### config.mk
export PLATFORM = sky130hd
export DESIGN_NAME = mash_freq_sequencer
export DESIGN_NICKNAME = d
export VERILOG_FILES = /design/src/rtl/mash_pkg.sv /design/src/rtl/mash_div_combine.sv /design/src/rtl/mash_freq_sequencer.sv
export SDC_FILE = /design/constraint.sdc
export NUM_CORES = 1
export LEC_CHECK = 0
export CAP_MARGIN = 20
export CORE_MARGIN = 1
export CORE_UTILIZATION = 56
export DETAILED_ROUTE_END_ITERATION = 8
export GPL_TIMING_DRIVEN = 0
export PLACE_DENSITY = 0.79
export SETUP_SLACK_MARGIN = 0.05
export SLEW_MARGIN = 20
export SYNTH_ARGS = -nofsm -noshare
export SYNTH_HDL_FRONTEND = slang
export SYNTH_SLANG_ARGS = --single-unit
### constraint.sdc
create_clock -name clk -period 7.9 [get_ports clk]
set_input_delay 1.185 -clock clk [delete_from_list [all_inputs] [get_ports clk]]
set_output_delay 1.185 -clock clk [all_outputs]
set_load 0.02 [all_outputs]
### src/rtl/mash_pkg.sv
// Shared types and helpers for the MASH frequency-word sequencer and divider path.
package mash_pkg;

  typedef enum logic [1:0] {
    IDLE   = 2'd0,
    RAMP   = 2'd1,
    SETTLE = 2'd2
  } seq_state_e;

  // Combined {n_int,frac} word width.
  function automatic int word_w(input int nbits, input int bits);
    return nbits + bits;
  endfunction

  // Clamp a signed sum into [0, maxv]; callers truncate to their divider width.
  function automatic logic [31:0] sat_clamp(input logic signed [31:0] sum,
                                            input logic [31:0]        maxv);
    logic [31:0] u;
    u = sum;
    if (sum[31])        return '0;
    else if (u > maxv)  return maxv;
    else                return u;
  endfunction

endpackage

### src/rtl/mash_div_combine.sv
// Registered n_int + dn adder with saturation to the legal divider range.
module mash_div_combine
  import mash_pkg::*;
#(
  parameter int               NBITS   = 6,
  parameter logic [NBITS-1:0] RST_DIV = '0
) (
  input  logic             clk,
  input  logic             rst,
  input  logic [NBITS-1:0] n_int_i,
  input  logic [3:0]       dn_i,
  output logic [NBITS-1:0] div_o
);

  localparam logic [31:0] MAXV = 32'((1 << NBITS) - 1);

  logic signed [NBITS+1:0] sum;
  logic [NBITS-1:0]        div_d;
  logic [NBITS-1:0]        div_q;

  // Sum two bits wider than n_int so both under- and overflow are visible before clamping.
  always_comb begin
    sum   = $signed({2'b00, n_int_i}) + $signed({{(NBITS-2){dn_i[3]}}, dn_i});
    div_d = NBITS'(sat_clamp({{(30-NBITS){sum[NBITS+1]}}, sum}, MAXV));
  end

  // One-cycle registered divider ratio.
  always_ff @(posedge clk) begin
    if (rst) div_q <= RST_DIV;
    else     div_q <= div_d;
  end

  assign div_o = div_q;

endmodule

### src/rtl/mash_freq_sequencer.sv
// Retune sequencer: accepts a target word, ramps toward it at a programmed
// dwell rate, holds for a settle window, and feeds the MASH/divider path.
module mash_freq_sequencer
  import mash_pkg::*;
#(
  parameter int                        BITS       = 8,
  parameter int                        NBITS      = 6,
  parameter int                        DWELL_W    = 8,
  parameter int                        SETTLE_CYC = 16,
  parameter logic [NBITS+BITS-1:0]     RESET_WORD = '0
) (
  input  logic                  clk,
  input  logic                  rst,
  input  logic                  req_valid,
  output logic                  req_ready,
  input  logic [NBITS+BITS-1:0] req_target,
  input  logic [NBITS+BITS-1:0] req_step,
  input  logic [DWELL_W-1:0]    req_dwell,
  input  logic [3:0]            dn,
  output logic [BITS-1:0]       frac,
  output logic [NBITS-1:0]      n_int,
  output logic [NBITS-1:0]      div,
  output logic                  busy,
  output logic                  done
);

  localparam int W    = word_w(NBITS, BITS);
  localparam int SC_W = $clog2(SETTLE_CYC + 1);
  localparam logic [SC_W-1:0] SC_LAST = SC_W'(SETTLE_CYC - 1);

  seq_state_e         state_q;
  logic [W-1:0]       cur_q, tgt_q, step_q;
  logic [DWELL_W-1:0] dwell_q, dcnt_q;
  logic [SC_W-1:0]    scnt_q;
  logic               ready_q, busy_q, done_q;

  logic [W:0]         cur_x, tgt_x, step_x, diff;
  logic               up, hit;
  logic [W-1:0]       cur_d;

  // Next ramp point: compare in W+1 bits; when not hitting, diff > step so cur +/- step cannot wrap.
  always_comb begin
    cur_x  = {1'b0, cur_q};
    tgt_x  = {1'b0, tgt_q};
    step_x = {1'b0, step_q};
    up     = tgt_q > cur_q;
    diff   = up ? (tgt_x - cur_x) : (cur_x - tgt_x);
    hit    = diff <= step_x;
    if (hit)     cur_d = tgt_q;
    else if (up) cur_d = cur_q + step_q;
    else         cur_d = cur_q - step_q;
  end

  // Sequencer FSM with registered handshake/status outputs.
  always_ff @(posedge clk) begin
    if (rst) begin
      state_q <= IDLE;
      cur_q   <= RESET_WORD;
      tgt_q   <= '0;
      step_q  <= '0;
      dwell_q <= '0;
      dcnt_q  <= '0;
      scnt_q  <= '0;
      ready_q <= 1'b1;
      busy_q  <= 1'b0;
      done_q  <= 1'b0;
    end else begin
      done_q <= 1'b0;
      case (state_q)
        IDLE: begin
          if (req_valid && ready_q) begin
            tgt_q   <= req_target;
            step_q  <= (req_step == '0) ? W'(1) : req_step;
            dwell_q <= req_dwell;
            dcnt_q  <= '0;
            scnt_q  <= '0;
            ready_q <= 1'b0;
            busy_q  <= 1'b1;
            state_q <= (req_target == cur_q) ? SETTLE : RAMP;
          end
        end
        RAMP: begin
          if (dcnt_q == dwell_q) begin
            dcnt_q <= '0;
            cur_q  <= cur_d;
            if (hit) begin
              scnt_q  <= '0;
              state_q <= SETTLE;
            end
          end else begin
            dcnt_q <= dcnt_q + 1'b1;
          end
        end
        SETTLE: begin
          if (scnt_q == SC_LAST) begin
            state_q <= IDLE;
            ready_q <= 1'b1;
            busy_q  <= 1'b0;
            done_q  <= 1'b1;
          end else begin
            scnt_q <= scnt_q + 1'b1;
          end
        end
        default: begin
          state_q <= IDLE;
          ready_q <= 1'b1;
          busy_q  <= 1'b0;
        end
      endcase
    end
  end

  assign frac      = cur_q[BITS-1:0];
  assign n_int     = cur_q[W-1:BITS];
  assign req_ready = ready_q;
  assign busy      = busy_q;
  assign done      = done_q;

  mash_div_combine #(
    .NBITS   (NBITS),
    .RST_DIV (RESET_WORD[W-1:BITS])
  ) u_div (
    .clk     (clk),
    .rst     (rst),
    .n_int_i (n_int),
    .dn_i    (dn),
    .div_o   (div)
  );

endmodule

**Word-level counts from Yosys, hierarchy flattened**

Index checks and enable logic that the tools add are counted.

- Bitwise operators: 2
- $add $sub $neg: 7
- Equality and inequality tests: 10
- Mux-type cells: 26
- Order comparisons: 3
- Reductions and logical operators: 13

Operators with widths:

| operator | count |
|---|---|
| $mux W14 | 3 |
| $gt A32 B6 Y1 const B | 1 |
| $sub A14 B14 Y15 | 2 |
| $mux W5 | 4 |
| $mux W8 | 2 |
| $pmux W8 S2 | 1 |
| $le A15 B14 Y1 | 1 |
| $mux W15 | 1 |
| $pmux W5 S3 | 1 |
| $add A14 B14 Y14 | 1 |
| $eq A14 B14 Y1 | 1 |
| $gt A14 B14 Y1 | 1 |
| $logic_not A14 Y1 | 1 |
| $sub A14 B14 Y14 | 1 |
| $mux W2 | 5 |
| $ne A2 B2 Y1 const B | 5 |
| $add A7 B4 Y8 | 1 |
| $add A8 B1 Y8 const B | 1 |
| $eq A8 B8 Y1 | 1 |
| $mux W6 | 1 |
| $pmux W1 S3 | 2 |
| $pmux W2 S3 | 1 |
| $reduce_and A2 Y1 | 3 |
| $add A5 B1 Y5 const B | 1 |
| 13 further kinds | 19 |

- Register bits: 74
- Logic and storage cells: 72
- Bits of input ports: 43

**Longest topological paths before layout**

Gate-level depths: netlist of the first run.

- Depth after elaboration: 6
- Depth in mapped cells: 21

**Cells and area by module**

Synthesis of the first run repeated with hierarchy kept, for this count alone.

- Cell total of the unflattened synthesis: 833
- Area total of the unflattened synthesis: 6278.5 um^2

Modules (own cells, without submodules):

| module | area an instance (um^2) | seq. area each (um^2) | cells an instance | times used |
|---|---|---|---|---|
| mash_freq_sequencer | 5698.0 | 1361.3 | 764 | 1 |
| mash_div_combine | 580.6 | 120.1 | 69 | 1 |

**Least setup slack after synthesis of the first run**

No wires, ideal clock.

- Path kind: register to register
- Start: register cur_q[6]
- End: register cur_q[12]
- Cell stages (with the launch flop): 20
- Arrival: 4281 ps
- Clock period less this slack: 4376 ps
- Setup slack: 3524 ps
- Path through: dfxtp_1 inv_1 ha_1 buf_6 a21o_4 o41ai_4 o21ai_4 nand2_4 clkbuf_1 nor2_1 xnor2_1 ha_1 a21o_1 a21oi_1 o211ai_1 o21ai_0 a31oi_1 o21a_1 a2111o_1 o311ai_1

- Longest elaborated chain between the ends: 4
- Elaborated cells between the ends (all ways): 9

Ends and longest elaborated chain:

| what | RTL line | text |
|---|---|---|
| from (decl) | mash_freq_sequencer.sv:32 | `logic [W-1:0] cur_q, tgt_q, step_q;` |
| from (signal assigned) | mash_freq_sequencer.sv:85 | `cur_q <= cur_d;` |
| $sub A14 B14 Y15 / $gt A14 B14 Y1 (equally long branches) | mash_freq_sequencer.sv:47, mash_freq_sequencer.sv:46 |  |
| $mux W15 | mash_freq_sequencer.sv:47 | `diff = up ? (tgt_x - cur_x) : (cur_x - tgt_x);` |
| $le A15 B14 Y1 | mash_freq_sequencer.sv:48 | `hit = diff <= step_x;` |
| $mux W14 (*) | mash_freq_sequencer.sv:49 | `if (hit) cur_d = tgt_q;` |

Mark *: on every way between the ends. The rest lies on a longest branch, timed or not.
A chain may end at the register's enable or synchronous reset.

**Final worst setup path of the first run**

- Start: register cur_q[1]
- End: register cur_q[12]

Same word-level chain as after synthesis.

==> results of run 1 <==
[cell type report]
class,count,area [um2]
Multi-Input combinational cell,635,4420
Fill cell,976,3580
Sequential cell,74,1480
Timing Repair Buffer,64,641
Inverter,56,210
Tap cell,140,175
Buffer,32,159
Clock buffer,9,124
Clock inverter,7,100
[stage by stage]
step / hold slack (ns) / util
finish: 0.466 / 0.671
global route: 0.489 / 0.671
CTS: 0.465 / 0.671
detailed placement: 0.454 / 0.651
global placement: 0.444 / 0.651
floorplan: 0.436 / -
[routing by layer]
metal  vias to the layer above  track usage
li1                       2983            -
met1                      2932        0.433
met2                       266        0.570
met3                        31       0.0648
met4                         0       0.0841
met5                         -            0
[cell usage after synthesis, drive strengths merged (19+ instances only)]
cell     n  area [um2]
nand2   98         375
a21oi   92         468
dfxtp   74        1480
ha      66         826
nor2    57         229
inv     56         210
o21ai   37         200
xnor2   31         272
xor2    30         263
a21o    22         173
clkbuf  19        75.1
nor3    19         106
[state kept, by name, summed over array words and instances, names as in the netlist]
name / count
tgt_q: 14
scnt_q: 5
u_div.div_o: 6
step_q: 14
dcnt_q: 8
state_q: 2
done: 1
req_ready: 1
dwell_q: 8
busy: 1
cur_q: 14
[kinds of logic after synthesis]
family	count (synthesis)	synth area share
xor+xnor	61	0.0852
buf+inv	88	0.0589
simple gates	264	0.209
compound gates	233	0.252
mux	7	0.0140
flops	74	0.236
fa+ha+maj	70	0.145
[report_power, final]
| group | switching [mW] | internal [mW] | leakage (nW) |
|---|---|---|---|
| registers | 0.0805 | 0.429 | 0.604 |
| clock network | 0.160 | 0.181 | 0.114 |
| logic | 1.78 | 1.17 | 2.17 |
[how the worst min path moves through the flow]
stage / from / to / slack, ns / cells after the start
3_3_place_gp: busy / busy / 0.44 / 2
2_1_floorplan: step_q[1] / step_q[1] / 0.44 / 2
4_1_cts: step_q[1] / step_q[1] / 0.47 / 2
3_5_place_dp: step_q[1] / step_q[1] / 0.45 / 2
5_1_grt: busy / busy / 0.49 / 2
6_report: step_q[1] / step_q[1] / 0.47 / 2
[critical path: cells and delay by family (launching register included)]
kind	cells	cell delay (ns)
adder cells (fa/ha/maj)	2	0.69
AO/OA/AOI/OAI	8	1.89
flip-flops	1	0.61
XOR/XNOR	1	0.16
buffers and inverters	2	0.58
AND/OR/NAND/NOR	6	1.35
==> results by group, run 1 <==
Job
  • Max-capacitance violation count: 0

Setup path
  • Slowest stage delay, CP: 0.61 ns
  • Kind of critical path: flip-flop to flip-flop
  • Worst setup path start: cur_q[1]
  • FF-to-FF path depth: 19
  • WP data arrival: 5.64 ns
  • Crit-path cells: inv_1, ha_1, and4_1, nand3_1, nor4_1, nor2_1, nand2_4, clkbuf_1, nor2_1, xnor2_1, ha_1, a21o_1, a21oi_1, o211ai_1, o21ai_0, a31oi_1, o21a_1, a2111o_1, o311ai_1
  • Worst path required time: 8.17 ns
  • CP endpoint: cur_q[12]
  • Max stage delay cell, worst path: dfxtp_1
  • Reg2reg end: cur_q[12]
  • Worst reg2reg setup slack: 2.53 ns
  • Reg2reg start: cur_q[1]
  • Worst Path Max Fanout: 10
  • Endpoint class of the critical path: flip-flop
  • Type of origin of the critical path: flip-flop

Layout
  • Ant. Diodes: 0
  • Leading cell type in the layout, fill and taps excluded: nand2_1
  • Fin cells: 1017
  • Post-layout nets: 985
  • Layout area overhead: 16.6%
  • Post-route cell area: 7310 um2
  • Commonest non-fill, non-tap cells in the layout: 97 x nand2_1, 90 x a21oi_1, 74 x dfxtp_1
  • Layout cell share with drive strength beyond 1: 0.0650

Yosys
  • Ys async rst share: 0
  • Top FF cell, synth: dfxtp_1
  • Syn Nets: 910
  • Mean area per synthesized cell: 7.86 um2
  • Cell variety after synth: 72
  • Synth Register Bits: 74
  • Post-synth EDFFs: 0
  • Synthesized instance count: 797
  • Synthesized area: 6270 um2
  • Yosys warns: 0
  • Sequential element share of the synthesized area: 0.236

Routing
  • DR vias/cell: 6.11
  • WL/cell: 18.3 um
  • Initial drt markers: 485
  • DR top layer: met4
  • Metal3 WL: 1.29 mm
  • Met2 WL: 8.99 mm
  • Drt pass-1 iters: 5
  • Routed vias: 6212
  • Met1 WL: 7.98 mm
  • Antenna viol nets, final: 0
  • DRC: 0
  • Post-Route WL: 18.6 mm

Timing
  • Worst Skew: 0.00871 ns
  • Worst-margin pin slew: 0.691 ns
  • Final min period: 5.37 ns
  • Final setup viols: 0
  • F_max: 186 MHz
  • Relative slew margins: 0.539
  • Final WS setup: 2.53 ns
  • Setup TNS: 0 ns
  • Final hold violations: 0
  • Fin crit share: 0.680
  • Final-report max-slew violation count: 0
  • RSZ-0062 raised after global routing: false

Floorplanning
  • Core box area: 10900 um2
  • Io pins: 66
  • Site Rows: 38
  • Die Wd: 108 um
  • Initial core utilization: 0.576
  • Total Die Area: 11600 um2
  • Die height: 108 um

Clock tree
  • Deepest clock path buffer count: 2
  • Clk sinks: 74
  • Num CTS Buffers: 9
  • Number of gates resized after CTS: 0
  • CTS hold repair buffers: 0
  • Root Driver: clkbuf_8
  • Post-CTS Setup Bufs: 0
  • CTS tree: built
  • Worst skew pair latency: 0.37 ns
  • Clk slew on worst S/H paths: 0.08 ns
  • CTS H-Tree Depth: 3

Pwr
  • PD cells: 520 nW/um2
  • Pwr Total: 3.80 mW
  • Static leakage: 2.88 nW
  • Peak VDD IR: 0.320 mV

Global route
  • Initial antenna violation count: 0
  • Vias in the first global route: 5918
  • Grt ovf: 0
  • First-pass GRT wire length: 30.0 mm
  • Global Route Usage Sum: 0.335
  • Pin count of the biggest net entering global routing: 15

Place
  • Hpwl dp: 14.7 mm
  • Gpl congestion: 0.964
  • Port bufs: 64
  • Placed cell area: 7080 um2
  • Place WS: 2.65 ns
  • Placed cell count: 1001

Status
  • Status: finished clean

Worst hold path
  • Hold crit path type: flip-flop to flip-flop
Power figures use the tool's default switching activity.
==> inputs of run 2 (changes only) <==
==> constraint.sdc (replaced) <==
create_clock -name clk -period 5.1 [get_ports clk]
set_input_delay 0.765 -clock clk [delete_from_list [all_inputs] [get_ports clk]]
set_output_delay 0.765 -clock clk [all_outputs]
set_load 0.02 [all_outputs]
==> results by group, run 2 (synthesis gave the netlist of run 1 again) <==
Clock tree
  • Deepest clock path buffer count: 2 (unchanged)
  • Num CTS Buffers: 9 (unchanged)
  • CTS tree: built
  • CTS H-Tree Depth: 3 (unchanged)
  • Clk slew on worst S/H paths: 0.08 ns (about the same)
  • Clk sinks: 74 (unchanged)
  • Root Driver: clkbuf_8
  • Worst skew pair latency: 0.37 ns (about the same)
  • CTS hold repair buffers: 0 (unchanged)

Floorplanning
  • Io pins: 66 (unchanged)
  • Die height: 108 um (unchanged)
  • Core box area: 10900 um2 (unchanged)
  • Initial core utilization: 0.576 (unchanged)
  • Site Rows: 38 (unchanged)
  • Total Die Area: 11600 um2 (unchanged)
  • Die Wd: 108 um (unchanged)

Setup path
  • Reg2reg start: cur_q[2]
  • Endpoint class of the critical path: flip-flop
  • Kind of critical path: flip-flop to flip-flop
  • Worst setup path start: cur_q[2]
  • Worst path required time: 5.38 ns (-2.79 ns)
  • Worst Path Max Fanout: 10 (unchanged)
  • WP data arrival: 5.10 ns (-0.54 ns)
  • Type of origin of the critical path: flip-flop

Pwr
  • PD cells: 815 nW/um2 (+57%)
  • Sw Ratio: 0.529 (-0.00316)
  • Power share of the combinational group: 0.780 (+0.004)
  • Share of power burned in registers: 0.132 (-0.002)
  • Psw: 3.18 mW (+57%)
  • Static leakage: 2.91 nW (+0.84%)
  • Peak VDD IR: 0.501 mV (+57%)
  • Clock power share: 0.088 (-0.002)
  • Int Pwr: 2.83 mW (+59%)

Place
  • Gpl congestion: 0.964 (unchanged)
  • Hpwl dp: 14.7 mm (unchanged)
  • Port bufs: 64 (unchanged)
  • Placed cell area: 7080 um2 (unchanged)

Layout
  • Sequential cell area: 1490 um2 (+0.59%)
  • Layout area overhead: 17.5%
  • Layout cell share with drive strength beyond 1: 0.0855 (+0.0205)
  • Final core occ: 0.676 (+0.00529)
  • Post-layout nets: 985 (unchanged)
  • Footprint of the multi-input gates: 4460 um2 (+0.91%)
  • Leading cell type in the layout, fill and taps excluded: nand2_1
  • FILL cells: 966 (-1.0%)
  • Post-route cell area: 7360 um2 (+0.79%)
  • Ant. Diodes: 0 (unchanged)
  • Top Registers: cur_q: 14 flops, step_q: 14 flops, tgt_q: 14 flops
  • Commonest non-fill, non-tap cells in the layout: 97 x nand2_1, 88 x a21oi_1, 67 x dfxtp_1

Worst hold path
  • Hold_sp: step_q[1]
  • Hold crit path type: flip-flop to flip-flop

Timing
  • Relative slew margins: 0.531 (-0.00870)
  • Final-report max-slew violation count: 0 (unchanged)
  • Worst Skew: 0.00847 ns (-0.000238 ns)
  • F_max: 207 MHz (+11%)
  • Fin crit share: 0.946 (+0.266)
  • Hold_ws: 0.468 ns (+0.00162 ns)
  • Final hold violations: 0 (unchanged)
  • Final min period: 4.83 ns (-0.546 ns)
  • Setup TNS: 0 ns (unchanged)
  • Worst-margin pin slew: 0.704 ns (+0.0131 ns)
  • RSZ-0062 raised after global routing: false
  • Final setup viols: 0 (unchanged)

Routing
  • Initial drt markers: 548 (+13%)
  • Post-Route WL: 18.6 mm (+0.33%)
  • WL/cell: 18.3 um (+0.33%)
  • DRC: 0 (unchanged)
  • Drt pass-1 iters: 5 (unchanged)
  • Routed vias: 6255 (+0.69%)
  • DR vias/cell: 6.15 (+0.69%)
  • Antenna viol nets, final: 0 (unchanged)

Status
  • Status: finished clean

Global route
  • First-pass GRT wire length: 30.0 mm (unchanged)
  • GRT met3 Usage: 0.0648 (unchanged)
  • Gr busiest metal: met2
  • GR Layer Usage met1: 0.434 (+0.000743)
  • GR Util met2: 0.569 (-0.000916)
  • Pin count of the biggest net entering global routing: 15 (unchanged)
  • Initial antenna violation count: 0 (unchanged)
  • Vias in the first global route: 5915 (-0.051%)
  • Global Route Usage Sum: 0.335 (unchanged)
  • Grt ovf: 0 (unchanged)

Job
  • Max-capacitance violation count: 0 (unchanged)
==> run 2: cell count changes in the layout (fill, tap and decap cells not counted), sizes merged <==
cell / delta
clkbuf: -1
buf: +1
==> run 2: worst paths after layout <==
path              slack (ns)        end  depth (start not counted)
hold / removal          0.47  step_q[1]                          2
hold reg to reg         0.47  step_q[1]                          2
setup reg to reg        0.27  cur_q[11]                         18
setup / recovery        0.27  cur_q[11]                         18
==> run 2: power groups by stage <==
stage	registers [mW]	clock network, mW	logic, mW
after floorplan	0.813	0	3.36
after global placement	0.796	0	4.35
after detailed placement	0.800	0	4.45
after CTS	0.787	0.532	4.49
after global routing	0.804	0.558	5.08
final	0.793	0.529	4.68
==> run 2: timing repair <==
| action | in CTS | in global routing |
|---|---|---|
| setup buffers | 0 | 1 |
| resized for setup | 5 | 17 |
| pin swaps | 0 | 2 |
| setup endpoints to repair | 18 | 21 |
==> run 2: per-layer routing <==
metal  vias up  part of all wire  wire (um)
met5         -                 0          0
met4         0             0.021        387
met3        38             0.068       1270
met2       269              0.48       8980
met1      2961              0.43       8010
li1       2987                 -          -
==> run 2: area by class of cell <==
cell class	count	share of cell area
multi-input cells	635	0.605
flip-flops and latches	74	0.202
plain buffers	31	0.0217
inverters	56	0.0285
clock buffers	9	0.0168
clock inverters	7	0.0136
repair buffers	65	0.0880
well taps	140	0.0238
==> run 2: worst max-delay path, stage by stage, from the launching register on <==
cell and delay, ns:
dfxtp_1 0.45, inv_1 0.11, ha_2 0.40, and4_1 0.21, nand3_1 0.16, nor4_2 0.41
or2_2 0.26, nor2_4 0.10, a2111oi_4 0.39, nor4_1 0.14, nor4b_2 0.35, ha_1 0.30
a21o_1 0.18, a21oi_1 0.15, o21ai_0 0.20, o21bai_2 0.33, buf_4 0.26, a211oi_2 0.10
a311oi_2 0.24
==> run 2: through the flow <==
| step | power (mW) | setup slack [ns] | std cells |
|---|---|---|---|
| after floorplan | 4.17 | 0.724 | 797 |
| after global placement | 5.14 | -0.0538 | 1001 |
| after detailed placement | 5.25 | -0.155 | 1001 |
| after CTS | 5.81 | 0.0897 | 1016 |
| after global routing | 6.44 | 0.0529 | 1017 |
| final | 6.00 | 0.274 | 1017 |
